## config.mk

```make
export PLATFORM = sky130hd
export DESIGN_NAME = wb_rr_arbiter_flat
export DESIGN_NICKNAME = d
export VERILOG_FILES = /design/src/rtl/wb_rr_arbiter_if.sv /design/src/rtl/wb_rr_arbiter.sv /design/src/flat_wrapper.sv
export SDC_FILE = /design/constraint.sdc
export NUM_CORES = 1
export LEC_CHECK = 0
export ABC_AREA = 1
export CAP_MARGIN = 20
export CORE_AREA = 2 2 170 172
export CTS_CLUSTER_DIAMETER = 40
export DETAILED_ROUTE_END_ITERATION = 12
export DIE_AREA = 0 0 172 174
export GPL_ROUTABILITY_DRIVEN = 0
export PLACE_DENSITY = 0.46
export REMOVE_ABC_BUFFERS = 1
export SYNTH_ARGS = -nofsm -noshare
export SYNTH_HDL_FRONTEND = slang
export SYNTH_SLANG_ARGS = --single-unit
```

## constraint.sdc

```tcl
create_clock -name clk -period 1.4 [get_ports clk]
set_input_delay 0.28 -clock clk [delete_from_list [all_inputs] [get_ports clk]]
set_output_delay 0.28 -clock clk [all_outputs]
set_load 0.02 [all_outputs]
```

## src/rtl/wb_rr_arbiter_if.sv

```systemverilog
// wb_rr_arbiter_if: Wishbone bundle between N_MASTER requesters, the round-robin arbiter and one slave.
interface wb_rr_arbiter_if #(
    parameter int N_MASTER = 4,
    parameter int TAGSIZE  = 1
);
    logic [N_MASTER-1:0]         m_cyc_i;
    logic [N_MASTER-1:0]         m_stb_i;
    logic [N_MASTER-1:0]         m_we_i;
    logic [4*N_MASTER-1:0]       m_sel_i;
    logic [32*N_MASTER-1:0]      m_adr_i;
    logic [32*N_MASTER-1:0]      m_dat_i;
    logic [TAGSIZE*N_MASTER-1:0] m_tgd_i;
    logic [31:0]                 m_dat_o;
    logic [N_MASTER-1:0]         m_ack_o;
    logic [N_MASTER-1:0]         m_err_o;
    logic                        s_cyc_o;
    logic                        s_stb_o;
    logic                        s_we_o;
    logic [3:0]                  s_sel_o;
    logic [31:0]                 s_adr_o;
    logic [31:0]                 s_dat_o;
    logic [TAGSIZE-1:0]          s_tgd_o;
    logic [31:0]                 s_dat_i;
    logic                        s_ack_i;
    logic                        s_err_i;

    // The arbiter is the slave of the masters; the environment drives the masters and models the slave.
    modport slave (
        input  m_cyc_i, m_stb_i, m_we_i, m_sel_i, m_adr_i, m_dat_i, m_tgd_i,
        input  s_dat_i, s_ack_i, s_err_i,
        output m_dat_o, m_ack_o, m_err_o,
        output s_cyc_o, s_stb_o, s_we_o, s_sel_o, s_adr_o, s_dat_o, s_tgd_o
    );

    modport master (
        output m_cyc_i, m_stb_i, m_we_i, m_sel_i, m_adr_i, m_dat_i, m_tgd_i,
        output s_dat_i, s_ack_i, s_err_i,
        input  m_dat_o, m_ack_o, m_err_o,
        input  s_cyc_o, s_stb_o, s_we_o, s_sel_o, s_adr_o, s_dat_o, s_tgd_o
    );
endinterface

```

## src/rtl/wb_rr_arbiter.sv

```systemverilog
// wb_rr_arbiter: CYC-locked round-robin Wishbone arbiter, N_MASTER requesters onto one slave.
// Define WB_ARB_TIMEOUT_EN to add a stalled-slave watchdog that errors the master and aborts the cycle.
module wb_rr_arbiter #(
    parameter int N_MASTER       = 4,
    parameter int TAGSIZE        = 1,
    parameter int TIMEOUT_CYCLES = 256
) (
    input  logic                clk,
    input  logic                rstn_i,
    wb_rr_arbiter_if.slave      bus,
    output logic [N_MASTER-1:0] grant_o,
    output logic                busy_o
);
    localparam int LW = $clog2(N_MASTER);

    if (N_MASTER < 2 || N_MASTER > 8 || TAGSIZE < 1 || TIMEOUT_CYCLES < 1) begin : g_cfg_check
        $error("wb_rr_arbiter: unsupported parameter set");
    end

    typedef enum logic [1:0] {
        IDLE,
        GRANT
`ifdef WB_ARB_TIMEOUT_EN
        , ABORT
`endif
    } state_t;

    state_t        state_q, state_d;
    logic [LW-1:0] last_q, last_d;
    logic [LW-1:0] gidx_q, gidx_d;
    logic [LW-1:0] pick, idx;
    logic          found;

    assign busy_o  = state_q != IDLE;
    assign grant_o = busy_o ? N_MASTER'(1) << gidx_q : '0;

    // First requester after the last served master, wrapping around.
    always_comb begin
        pick  = last_q;
        idx   = '0;
        found = 1'b0;
        for (int i = 1; i <= N_MASTER; i++) begin
            idx = LW'((int'(last_q) + i) % N_MASTER);
            if (!found && bus.m_cyc_i[idx]) begin
                found = 1'b1;
                pick  = idx;
            end
        end
    end

`ifdef WB_ARB_TIMEOUT_EN
    localparam int CW = $clog2(TIMEOUT_CYCLES + 1);
    logic [CW-1:0] cnt_q, cnt_d;
    logic          tmo;
    assign tmo   = state_q == GRANT && cnt_q == CW'(TIMEOUT_CYCLES);
    assign cnt_d = (state_q != GRANT || bus.s_ack_i || bus.s_err_i) ? '0
                 : cnt_q + CW'(bus.m_stb_i[gidx_q]);
    always_ff @(posedge clk) begin
        if (!rstn_i) cnt_q <= '0;
        else         cnt_q <= cnt_d;
    end
`endif

    always_comb begin
        state_d     = state_q;
        last_d      = last_q;
        gidx_d      = gidx_q;
        bus.s_cyc_o = 1'b0;
        bus.s_stb_o = 1'b0;
        bus.s_we_o  = 1'b0;
        bus.s_sel_o = '0;
        bus.s_adr_o = '0;
        bus.s_dat_o = '0;
        bus.s_tgd_o = '0;
        bus.m_dat_o = '0;
        bus.m_ack_o = '0;
        bus.m_err_o = '0;
        case (state_q)
            IDLE: begin
                if (found) begin
                    gidx_d  = pick;
                    state_d = GRANT;
                end
            end
            GRANT: begin
                bus.s_cyc_o             = bus.m_cyc_i[gidx_q];
                bus.s_stb_o             = bus.m_stb_i[gidx_q];
                bus.s_we_o              = bus.m_we_i[gidx_q];
                bus.s_sel_o             = bus.m_sel_i[4*gidx_q +: 4];
                bus.s_adr_o             = bus.m_adr_i[32*gidx_q +: 32];
                bus.s_dat_o             = bus.m_dat_i[32*gidx_q +: 32];
                bus.s_tgd_o             = bus.m_tgd_i[TAGSIZE*gidx_q +: TAGSIZE];
                bus.m_dat_o             = bus.s_dat_i;
                bus.m_ack_o[gidx_q]     = bus.s_ack_i & ~bus.s_err_i;
                bus.m_err_o[gidx_q]     = bus.s_err_i;
                if (!bus.m_cyc_i[gidx_q]) begin
                    last_d  = gidx_q;
                    state_d = IDLE;
                end
`ifdef WB_ARB_TIMEOUT_EN
                else if (tmo) begin
                    bus.s_cyc_o         = 1'b0;
                    bus.s_stb_o         = 1'b0;
                    bus.m_ack_o         = '0;
                    bus.m_err_o         = '0;
                    bus.m_err_o[gidx_q] = 1'b1;
                    state_d             = ABORT;
                end
`endif
            end
`ifdef WB_ARB_TIMEOUT_EN
            ABORT: begin
                if (!bus.m_cyc_i[gidx_q]) begin
                    last_d  = gidx_q;
                    state_d = IDLE;
                end
            end
`endif
            default: state_d = IDLE;
        endcase
    end

    always_ff @(posedge clk) begin
        if (!rstn_i) begin
            state_q <= IDLE;
            last_q  <= LW'(N_MASTER - 1);
            gidx_q  <= '0;
        end else begin
            state_q <= state_d;
            last_q  <= last_d;
            gidx_q  <= gidx_d;
        end
    end
endmodule

```

## src/flat_wrapper.sv

```systemverilog
// flat-port wrapper written by rule: the top's interface ports become plain ports
module wb_rr_arbiter_flat 
#(
    parameter int N_MASTER       = 4,
    parameter int TAGSIZE        = 1,
    parameter int TIMEOUT_CYCLES = 256
)
  (clk, rstn_i, grant_o, busy_o, bus_m_cyc_i, bus_m_stb_i, bus_m_we_i, bus_m_sel_i, bus_m_adr_i, bus_m_dat_i, bus_m_tgd_i, bus_s_dat_i, bus_s_ack_i, bus_s_err_i, bus_m_dat_o, bus_m_ack_o, bus_m_err_o, bus_s_cyc_o, bus_s_stb_o, bus_s_we_o, bus_s_sel_o, bus_s_adr_o, bus_s_dat_o, bus_s_tgd_o);
  wb_rr_arbiter_if #(.N_MASTER(N_MASTER), .TAGSIZE(TAGSIZE)) bus_i ();
  input  logic clk;
  input  logic rstn_i;
  output logic [N_MASTER-1:0] grant_o;
  output logic busy_o;
  input wire logic [$bits(bus_i.m_cyc_i)-1:0] bus_m_cyc_i;
  input wire logic [$bits(bus_i.m_stb_i)-1:0] bus_m_stb_i;
  input wire logic [$bits(bus_i.m_we_i)-1:0] bus_m_we_i;
  input wire logic [$bits(bus_i.m_sel_i)-1:0] bus_m_sel_i;
  input wire logic [$bits(bus_i.m_adr_i)-1:0] bus_m_adr_i;
  input wire logic [$bits(bus_i.m_dat_i)-1:0] bus_m_dat_i;
  input wire logic [$bits(bus_i.m_tgd_i)-1:0] bus_m_tgd_i;
  input wire logic [$bits(bus_i.s_dat_i)-1:0] bus_s_dat_i;
  input wire logic [$bits(bus_i.s_ack_i)-1:0] bus_s_ack_i;
  input wire logic [$bits(bus_i.s_err_i)-1:0] bus_s_err_i;
  output wire logic [$bits(bus_i.m_dat_o)-1:0] bus_m_dat_o;
  output wire logic [$bits(bus_i.m_ack_o)-1:0] bus_m_ack_o;
  output wire logic [$bits(bus_i.m_err_o)-1:0] bus_m_err_o;
  output wire logic [$bits(bus_i.s_cyc_o)-1:0] bus_s_cyc_o;
  output wire logic [$bits(bus_i.s_stb_o)-1:0] bus_s_stb_o;
  output wire logic [$bits(bus_i.s_we_o)-1:0] bus_s_we_o;
  output wire logic [$bits(bus_i.s_sel_o)-1:0] bus_s_sel_o;
  output wire logic [$bits(bus_i.s_adr_o)-1:0] bus_s_adr_o;
  output wire logic [$bits(bus_i.s_dat_o)-1:0] bus_s_dat_o;
  output wire logic [$bits(bus_i.s_tgd_o)-1:0] bus_s_tgd_o;
  assign bus_i.m_cyc_i = bus_m_cyc_i;
  assign bus_i.m_stb_i = bus_m_stb_i;
  assign bus_i.m_we_i = bus_m_we_i;
  assign bus_i.m_sel_i = bus_m_sel_i;
  assign bus_i.m_adr_i = bus_m_adr_i;
  assign bus_i.m_dat_i = bus_m_dat_i;
  assign bus_i.m_tgd_i = bus_m_tgd_i;
  assign bus_i.s_dat_i = bus_s_dat_i;
  assign bus_i.s_ack_i = bus_s_ack_i;
  assign bus_i.s_err_i = bus_s_err_i;
  assign bus_m_dat_o = bus_i.m_dat_o;
  assign bus_m_ack_o = bus_i.m_ack_o;
  assign bus_m_err_o = bus_i.m_err_o;
  assign bus_s_cyc_o = bus_i.s_cyc_o;
  assign bus_s_stb_o = bus_i.s_stb_o;
  assign bus_s_we_o = bus_i.s_we_o;
  assign bus_s_sel_o = bus_i.s_sel_o;
  assign bus_s_adr_o = bus_i.s_adr_o;
  assign bus_s_dat_o = bus_i.s_dat_o;
  assign bus_s_tgd_o = bus_i.s_tgd_o;
  wb_rr_arbiter #(.N_MASTER(N_MASTER), .TAGSIZE(TAGSIZE), .TIMEOUT_CYCLES(TIMEOUT_CYCLES)) u_core (.clk(clk), .rstn_i(rstn_i), .bus(bus_i), .grant_o(grant_o), .busy_o(busy_o));
endmodule
```

==> impl_results.md <==
* Worst-path maximum fanout at 15
* Core Rows at 62
* Mapped Cells at 505
* Unrepaired setup endpoints after global routing: true
* Data arrival time of the worst path at between 1.5 and 2 ns
* Core Region at between 0.02 and 0.03 mm²
* H-Tree Depth at 1
* CTS Buffer Depth at 2
* Fin worst setup slack at -0.4955 ns
* Register area share after synthesis at between 3 and 4%
* Fmax at ~530 MHz
* I/O Pins at ~440
* Vias in the first global route at slightly below 6000
* Clk pin slew, worst setup/hold paths at 0.03 ns
* Final setup fails at between 80 and 90
* Area share of the largest cell type after synthesis at a little over a quarter
* Place WS at -0.7452 ns
* Final ANT Viol Nets at 0
* Post-DP Area at 0.008295 mm²
* Via Count at around 6000
* Pwr dens at approximately 1400 mW/mm²
* Fin Setup TNS at -33.21 ns
* Worst Reg-to-Reg Cells at 10
* Post-Route WL at ~25 mm
* Syn. warnings at 0
* Initial Utilization at 9.828%
* Residual DRC at 0
* Count of pins over their slew limit at 0
* Port Buf Inserts at 440
* Period utilization at 135.4%
* Global-route wire length before repair at around 35 mm
* TritonRoute pass-1 iters at 5
* Total grt overflow at 0
* Status: complete, but fails checks
* Most common cell after layout, fill and taps aside: clkdlybuf4s50_1
* Final hold viol count at 0
* Worst Setup End Kind: primary output
* Most frequent cells in the layout: clkdlybuf4s50_1, nand3_1, buf_4, a31oi_1, buf_6
* Hold Crit Class: flop to flop
* Number of synthesized register bits at 5
* Hold Crit Start: u_core.last_q[1]
* Layout cells sized above 1 at between 30% and 40%
* Synth top area cells: nand3_1, a22oi_1, a31oi_1, nand2_1, inv_1
* Startpoint Class: flop
* CTS Buf Count at 3
* # clock sinks at 5
* Violated checks: negative setup slack
* Die ar. at about 0.030 mm²
* Worst Setup SP: u_core.gidx_q[0]
* Inst Count DP at roughly 1400
* Leakage at between 0.003 and 0.004 µW
* Hold depth at 2
* Cts-stage hold buffer count at 0
* Largest net degree at the start of global routing at 21
* Required @ worst endpoint at around 1.1 ns
* TritonCTS clock tree: done
* Avg Cell Area, Syn at ~5.5 µm²
* Critical path class: flop to primary output
* First-iteration detailed-routing DRC count at 190
* Via-to-Cell Ratio at around 4.3
* Die height at 174 µm
* Skew final at roughly 0.0025 ns
* Area Growth Syn to Fin at 226.3%
* Worst-margin pin slew at about 0.27 ns
* Final Cell Area at 0.009055 mm²
* Mapped cell area at 0.002775 mm²
* CTS root buf: clkbuf_16
* DP HPWL at between 15 and 20 mm
* Worst reg2reg path startpoint: u_core.gidx_q[1]
* Maximum VDD drop at 541.8 µV
* Max Cap Viol at 0
* Tmin final at 1.895 ns
* Routed len/inst at approximately 18 µm
* Final cell count without fillers at 1398
* Final hold slack at between 0.5 and 0.6 ns
* Synth unique cells at 25
* Initial antenna violation count at 0
* Later-pin clock latency in the skew report at 0.23 ns
* Global-route usage over all layers at between 10% and 20%
* Final nets at between 1000 and 1500
* Rel. slew slack at between 80 and 90%
* Die width at 172 µm
* ANT cells at 0
* Area leader, netlist: nand3_1
-- final cells by class --
cell class                      instances  area [µm²]
Sequential cell                         5       113.9
Fill cell                            3087       19180
Timing Repair Buffer                  565        5627
Tap cell                              384       480.5
Clock buffer                            4       78.83
Inverter                               47       193.9
Multi-Input combinational cell        393        2561
-- cell families after synthesis --
family / after synthesis / synth area share [%]
AOI/OAI and AO/OA: 149 / 36.93
DFF: 5 / 3.607
buffers and inverters: 107 / 17.54
and+or+nand+nor: 244 / 41.93
-- synth_stat cells --
library cell	n
buf_2	22
clkbuf_1	24
and2_0	1
o31ai_1	1
nand2_2	7
nand2_1	64
a21oi_1	2
a31oi_1	71
inv_1	44
o211ai_1	2
buf_4	8
o22ai_1	1
nand3_1	152
nor3_1	8
nor2_4	2
nor3_2	1
inv_6	1
nand3_2	1
buf_6	3
nor2_1	8
buf_1	3
inv_2	2
dfxtp_1	5
a22oi_1	71
a21oi_2	1
-- metrics by stage --
stage | util (%) | total power (µW)
2_1_floorplan | - | 4402
3_3_place_gp | 29.38 | 10510
3_5_place_dp | 29.38 | 10460
4_1_cts | 30.61 | 11890
5_1_grt | 32.07 | 13460
6_report | 32.07 | 12660
-- routing by layer --
metal  GRT usage, %  vias up  share of wire [%]
met3          3.119       27                8.8
met5              0        -                  0
met4          3.326        0                2.0
li1               -     2894                  -
met2          28.95      319                 51
met1          17.34     2744                 38
-- worst paths after layout --
kind	endpoint	slack, ns
min reg2reg	u_core.last_q[1]	0.50
min	u_core.last_q[1]	0.50
max reg2reg	u_core.last_q[1]	-0.11
max	bus_s_adr_o[5]	-0.50
-- state kept, by name, summed over array words and instances (netlist names) --
name,flops
u_core.gidx_q,2
u_core.state_q,1
u_core.last_q,2
-- worst max-delay path, stage by stage, from the launching register on --
cell and delay [ns]:
dfxtp_4 0.39, nor2_4 0.05, buf_12 0.13, buf_12 0.15, buf_4 0.14, a22oi_2 0.14, a31oi_1 0.09, buf_4 0.15
buf_6 0.12
-- where the power goes --
| group | internal, µW | total, µW | switching [µW] |
|---|---|---|---|
| combinational | 5830 | 11900 | 6050 |
| clock | 378 | 473 | 95.6 |
| sequential | 212 | 300 | 87.2 |
-- timing repair --
item | in CTS | in global routing
cloned | 6 | 3
gates resized for setup | 694 | 129
pin swaps | 18 | 22
setup endpoints to repair | 122 | 122
setup buffers | 12 | 10
(Power assumes the default switching activity.)
